$ cat src/rtl/m_mem_arbiter.sv
`default_nettype none
// ============================================================================
// Module   : m_mem_arbiter
// Purpose  : Two-requester arbiter in front of one single-port word memory
//            (asynchronous read, synchronous write). Port 0 is instruction
//            fetch and port 1 is data load/store, so one array can hold both
//            code and data for a multi-cycle processor.
//            Arbitration is round-robin with bounded burst ownership. Read
//            data returns registered, one cycle after the grant.
// Revision : 1.0 - initial release
// ----------------------------------------------------------------------------
// Parameters
//   AW         word-address width
//   DW         data width
//   BURST_MAX  max consecutive grants to one owner while the other requests
//              (legal 1..15)
// Ports
//   w_clk, w_rst               clock (posedge), async active-high reset
//   w_req/addr/we/din{0,1}     requester side; held stable until granted
//   w_gnt{0,1}                 grant (combinational)
//   w_vld{0,1}, w_dout{0,1}    registered read result (vld is a 1-cycle pulse)
//   w_maddr, w_mwe, w_mdin     memory address / write enable / write data
//   w_mdout                    memory read data (combinational)
// Optional build macro
//   ARB_STATS_EN   adds 16-bit wrapping counters w_ngnt0, w_ngnt1, w_nconf
// ============================================================================
module m_mem_arbiter #(
    parameter int AW        = 12,
    parameter int DW        = 32,
    parameter int BURST_MAX = 4
) (
    input  logic          w_clk,
    input  logic          w_rst,
    input  logic          w_req0,
    input  logic [AW-1:0] w_addr0,
    input  logic          w_we0,
    input  logic [DW-1:0] w_din0,
    output logic          w_gnt0,
    output logic          w_vld0,
    output logic [DW-1:0] w_dout0,
    input  logic          w_req1,
    input  logic [AW-1:0] w_addr1,
    input  logic          w_we1,
    input  logic [DW-1:0] w_din1,
    output logic          w_gnt1,
    output logic          w_vld1,
    output logic [DW-1:0] w_dout1,
    output logic [AW-1:0] w_maddr,
    output logic          w_mwe,
    output logic [DW-1:0] w_mdin,
    input  logic [DW-1:0] w_mdout
`ifdef ARB_STATS_EN
    ,
    output logic [15:0]   w_ngnt0,
    output logic [15:0]   w_ngnt1,
    output logic [15:0]   w_nconf
`endif
);

    typedef enum logic [1:0] {
        IDLE = 2'd0,
        OWN0 = 2'd1,
        OWN1 = 2'd2
    } state_t;

    localparam logic [3:0] c_burst_max = 4'(BURST_MAX);

    state_t      r_state;
    state_t      w_state_nxt;
    logic [3:0]  r_cnt;
    logic [3:0]  w_cnt_nxt;
    logic        r_last;
    logic        w_last_nxt;
    logic        w_pick0;
    logic        w_pick1;
    logic        w_both;

    assign w_both = w_req0 & w_req1;

    // Grant decision. The owner keeps the memory during a conflict until its
    // burst budget runs out; otherwise the port that did not win last goes.
    always_comb begin
        w_pick0 = 1'b0;
        w_pick1 = 1'b0;
        if (w_req0 && !w_req1) begin
            w_pick0 = 1'b1;
        end else if (w_req1 && !w_req0) begin
            w_pick1 = 1'b1;
        end else if (w_both) begin
            if (r_state == OWN0 && r_cnt < c_burst_max) begin
                w_pick0 = 1'b1;
            end else if (r_state == OWN1 && r_cnt < c_burst_max) begin
                w_pick1 = 1'b1;
            end else if (r_last) begin
                w_pick0 = 1'b1;
            end else begin
                w_pick1 = 1'b1;
            end
        end
    end

    // Reset masks the grants so nothing reaches the memory while held.
    assign w_gnt0 = w_pick0 & ~w_rst;
    assign w_gnt1 = w_pick1 & ~w_rst;

    // Next-state: r_cnt counts consecutive grants to the same owner and
    // saturates at the budget, so a lone owner can run on indefinitely.
    always_comb begin
        w_state_nxt = IDLE;
        w_cnt_nxt   = 4'd0;
        w_last_nxt  = r_last;
        if (w_gnt0) begin
            w_state_nxt = OWN0;
            w_last_nxt  = 1'b0;
            if (r_state == OWN0) begin
                w_cnt_nxt = (r_cnt >= c_burst_max) ? c_burst_max : r_cnt + 4'd1;
            end else begin
                w_cnt_nxt = 4'd1;
            end
        end else if (w_gnt1) begin
            w_state_nxt = OWN1;
            w_last_nxt  = 1'b1;
            if (r_state == OWN1) begin
                w_cnt_nxt = (r_cnt >= c_burst_max) ? c_burst_max : r_cnt + 4'd1;
            end else begin
                w_cnt_nxt = 4'd1;
            end
        end
    end

    always_ff @(posedge w_clk or posedge w_rst) begin
        if (w_rst) begin
            r_state <= IDLE;
            r_cnt   <= 4'd0;
            r_last  <= 1'b1;
        end else begin
            r_state <= w_state_nxt;
            r_cnt   <= w_cnt_nxt;
            r_last  <= w_last_nxt;
        end
    end

    // Memory mux; address defaults to port 0 when idle.
    assign w_maddr = w_gnt1 ? w_addr1 : w_addr0;
    assign w_mwe   = (w_gnt0 & w_we0) | (w_gnt1 & w_we1);
    assign w_mdin  = w_gnt0 ? w_din0 : (w_gnt1 ? w_din1 : '0);

    // Read return path: capture at the edge that ends the grant cycle.
    always_ff @(posedge w_clk or posedge w_rst) begin
        if (w_rst) begin
            w_vld0  <= 1'b0;
            w_dout0 <= '0;
            w_vld1  <= 1'b0;
            w_dout1 <= '0;
        end else begin
            w_vld0 <= w_gnt0 & ~w_we0;
            w_vld1 <= w_gnt1 & ~w_we1;
            if (w_gnt0 && !w_we0) begin
                w_dout0 <= w_mdout;
            end
            if (w_gnt1 && !w_we1) begin
                w_dout1 <= w_mdout;
            end
        end
    end

`ifdef ARB_STATS_EN
    logic [15:0] r_ngnt0;
    logic [15:0] r_ngnt1;
    logic [15:0] r_nconf;

    always_ff @(posedge w_clk or posedge w_rst) begin
        if (w_rst) begin
            r_ngnt0 <= 16'd0;
            r_ngnt1 <= 16'd0;
            r_nconf <= 16'd0;
        end else begin
            if (w_gnt0) begin
                r_ngnt0 <= r_ngnt0 + 16'd1;
            end
            if (w_gnt1) begin
                r_ngnt1 <= r_ngnt1 + 16'd1;
            end
            if (w_both) begin
                r_nconf <= r_nconf + 16'd1;
            end
        end
    end

    assign w_ngnt0 = r_ngnt0;
    assign w_ngnt1 = r_ngnt1;
    assign w_nconf = r_nconf;
`endif

endmodule
`default_nettype wire

$ cat config.mk
export PLATFORM = sky130hd
export DESIGN_NAME = m_mem_arbiter
export DESIGN_NICKNAME = d
export VERILOG_FILES = /design/src/rtl/m_mem_arbiter.sv
export SDC_FILE = /design/constraint.sdc
export NUM_CORES = 1
export LEC_CHECK = 0
export CORE_MARGIN = 3
export CORE_UTILIZATION = 32
export DETAILED_ROUTE_END_ITERATION = 12
export PLACE_DENSITY = 0.86
export SLEW_MARGIN = 20
export SYNTH_ARGS = -nofsm -noshare
export SYNTH_HDL_FRONTEND = slang
export SYNTH_SLANG_ARGS = --single-unit
$ cat constraint.sdc
create_clock -name w_clk -period 2.3 [get_ports w_clk]
set_input_delay 0.575 -clock w_clk [delete_from_list [all_inputs] [get_ports w_clk]]
set_output_delay 0.575 -clock w_clk [all_outputs]
set_load 0.01 [all_outputs]
==> results.sh <==
export IMPL_mappedNetlistNets=362
export IMPL_clkPwrFrac_pct=18.8
export IMPL_ys_ff_latch=73
export IMPL_syn_instance_count=235
export IMPL_n_antenna_cell=0
export IMPL_placedCellCount=620
export IMPL_holdPathStages=1
export IMPL_period_needed_ns=2.86
export IMPL_max_stage_delay_ns=0.55
export IMPL_pwr_share_comb_pct=44.6
export IMPL_violations="setup timing"
export IMPL_worst_path_max_delay_cell="or4b_4"
export IMPL_die_w_um=110
export IMPL_cts_tree="done"
export IMPL_required_ns=1.73
export IMPL_setup_viol_count_final=47
export IMPL_ys_warn_count=0
export IMPL_dpl_instance_area_um2=6200
export IMPL_firstDrtPassIters=4
export IMPL_rsz0062_at_grt="yes"
export IMPL_final_common_cell="clkdlybuf4s50_1"
export IMPL_drv_cap=0
export IMPL_cp_start_kind="flip-flop"
export IMPL_antenna_found_initial=0
export IMPL_clk_path_buf_depth=2
export IMPL_worst_path_buf_inv=4
export IMPL_ir_worst_vdd_uv=445
export IMPL_pwr_share_seq_pct=36.6
export IMPL_num_vias=3100
export IMPL_initial_core_util_pct=33.3
export IMPL_wire_per_inst_um=19.6
export IMPL_synth_seq_area_share_pct=52.7
export IMPL_drive_above_1_share_pct=37.4
export IMPL_die_h_um=110
export IMPL_row_count=37
export IMPL_cts_made_buffers=9
export IMPL_multi_input_area_um2=1580
export IMPL_cp_top_family="simple AND/OR/NAND/NOR gates"
export IMPL_fillers=769
export IMPL_place_congestion=0.861
export IMPL_area_growth_pct=91.7
export IMPL_clkSinkCount=73
export IMPL_num_nets_final=636
export IMPL_final_setup_worst_slack_ns=-0.562
export IMPL_wirelength_um=12800
export IMPL_layout_common_cells="clkdlybuf4s50_1, dfrtp_1, mux2_2"
export IMPL_grt_overflow_total=0
export IMPL_grt_pass1_wl_um=18600
export IMPL_hp_class="flip-flop to flip-flop"
export IMPL_track_usage_pct=20.8
export IMPL_p_sw_share_pct=30.2
export IMPL_power_internal_w=0.00357
export IMPL_finalHoldViolCount=0
export IMPL_path_max_fanout=8
export IMPL_drcViolationCount=0
export IMPL_ff_latch_area_um2=1830
export IMPL_die_area_um2=12100
export IMPL_worst_clock_skew_ns=0.0176
export IMPL_worstSkewPairLatency_ns=0.35
export IMPL_rr_worst_depth=9
export IMPL_finalCritPeriodShare_pct=124
export IMPL_clockRootBuffer="clkbuf_8"
export IMPL_critPathKind="flip-flop to primary output"
export IMPL_final_antenna_net_count=0
export IMPL_arrival_ns=2.29
export IMPL_power_switching_w=0.00154
export IMPL_hpwl_um=9660
export IMPL_drt_first_iter_violations=99
export IMPL_slew_viol_final=0
export IMPL_portBuffers=238
export IMPL_synth_distinct_cells=35
export IMPL_pin_count=239
export IMPL_critical_path_depth=8
export IMPL_syn_area_um2=3470
export IMPL_end_kind="primary output"
export IMPL_grt_max_degree=74
export IMPL_p_leak_nw=2.91
export IMPL_crit_chain="or4b_4 > a21boi_4 > nor2_4 > buf_12 > buf_16 > buf_6 > a22o_1 > buf_6"
export IMPL_fmax_ghz=0.349
export IMPL_status="complete, but fails checks"
export IMPL_fin_area_um2=6650
export IMPL_path_clk_slew_ns=0.09
export IMPL_final_cells=650
export IMPL_power_density_nw_per_um2=769
export IMPL_viasPerCell=4.77
export IMPL_core_um2=10400
export IMPL_first_global_vias=3431
export IMPL_syn_mean_instance_area_um2=14.8
export IMPL_cts_max_level=3
export IMPL_cpMostUsedCell="buf_6"
-- sequential cells by signal, summed over array words and instances, names as in the netlist --
signal / flops
w_dout1: 32
r_cnt: 4
w_vld1: 1
r_last: 1
r_state: 2
w_dout0: 32
w_vld0: 1
-- path summary, 6_finish.rpt --
| kind | start | end | slack [ns] |
|---|---|---|---|
| setup / recovery | r_cnt[3] | w_mdin[16] | -0.56 |
| hold / removal | w_dout0[20] | w_dout0[20] | 0.51 |
| setup reg to reg | r_cnt[2] | w_dout0[3] | 0.23 |
| hold reg to reg | w_dout0[20] | w_dout0[20] | 0.51 |
| max in group asynchronous | w_rst | r_last | 1.29 |
| min in group asynchronous | w_rst | w_dout0[1] | 0.66 |
-- worst register-to-register path, stage by stage, from the launching register on --
cell     delay, ns
dfrtp_1       0.40
buf_4         0.17
nor3_1        0.21
o21a_1        0.17
buf_4         0.11
buf_4         0.09
nand3_1       0.10
inv_1         0.11
buf_12        0.21
mux2_2        0.38
-- power groups by stage --
stage	Clock (W)	Combinational, W	Sequential (W)
final	0.000964	0.00228	0.00187
after global routing	0.00106	0.00241	0.00192
after CTS	0.00100	0.00230	0.00188
after detailed placement	0	0.00220	0.00189
after global placement	0	0.00215	0.00187
after floorplan	0	0.000684	0.00205
-- metrics by stage --
step | total power (W) | util (%) | hold slack, ns | TNS [ns] | setup slack (ns)
floorplan | 0.00274 | - | 0.478 | -0.292 | -0.0211
global placement | 0.00403 | 59.5 | 0.489 | -44.56 | -0.870
detailed placement | 0.00409 | 59.5 | 0.493 | -48.10 | -0.905
CTS | 0.00518 | 63.5 | 0.516 | -23.80 | -0.608
global route | 0.00539 | 63.8 | 0.523 | -25.32 | -0.647
finish | 0.00512 | 63.8 | 0.511 | -21.49 | -0.562
-- routing by layer --
metal	global-route usage, %	vias up	wire length (um)
li1	-	1433	-
met1	21.5	1475	4470
met2	38.6	163	6790
met3	5.07	29	835
met4	10.6	0	675
met5	0	-	0
-- Yosys cell counts --
cell type / instances / area share (%)
buf_6: 4 / 1.3
and3_1: 1 / 0.18
nor4b_1: 1 / 0.25
buf_2: 6 / 0.87
nor2_1: 3 / 0.32
dfstp_2: 1 / 0.76
a21oi_1: 1 / 0.14
o31a_1: 1 / 0.25
nor3_1: 1 / 0.14
o221a_2: 1 / 0.32
nor3b_1: 2 / 0.43
a22oi_1: 1 / 0.22
nand2b_1: 1 / 0.18
nand2_1: 3 / 0.32
conb_1: 1 / 0.11
nor2_4: 1 / 0.32
inv_1: 4 / 0.43
o21ai_0: 1 / 0.14
or4b_4: 1 / 0.40
dfrtp_1: 72 / 52
nor2b_1: 4 / 0.72
and2_1: 1 / 0.18
o21a_1: 1 / 0.22
mux2_4: 35 / 15
a311oi_1: 1 / 0.25
nand3_1: 1 / 0.14
ha_1: 1 / 0.36
a22o_1: 33 / 8.3
a21boi_4: 1 / 0.54
o211ai_1: 2 / 0.43
o21ai_2: 1 / 0.25
o22ai_1: 1 / 0.18
nor3_4: 1 / 0.47
mux2_2: 41 / 13
clkbuf_1: 4 / 0.43
-- area by class of cell --
| class | count | area share [%] |
|---|---|---|
| Tap cell | 136 | 2.56 |
| Sequential cell | 73 | 27.5 |
| Clock buffer | 9 | 1.86 |
| Clock inverter | 7 | 1.07 |
| Multi-Input combinational cell | 144 | 23.7 |
| Inverter | 4 | 0.282 |
| Timing Repair Buffer | 277 | 43.0 |
-- cells by family after synthesis --
| kind of cell | synth area share [%] |
|---|---|
| simple gates | 4.07 |
| flops | 52.7 |
| fa+ha+maj | 0.361 |
| other cells | 0.108 |
| buf+inv | 3.03 |
| mux | 28.5 |
| compound gates | 11.3 |
-- what timing repair did --
action	4_1_cts	5_1_grt
gates resized for setup	254	4
buffers inserted	8	1
pin swaps	27	10
hold buffers	0	0
cloned	5	0
endpoints found under the setup margin	47	47
Note: power is estimated with default switching activity, not from simulation.
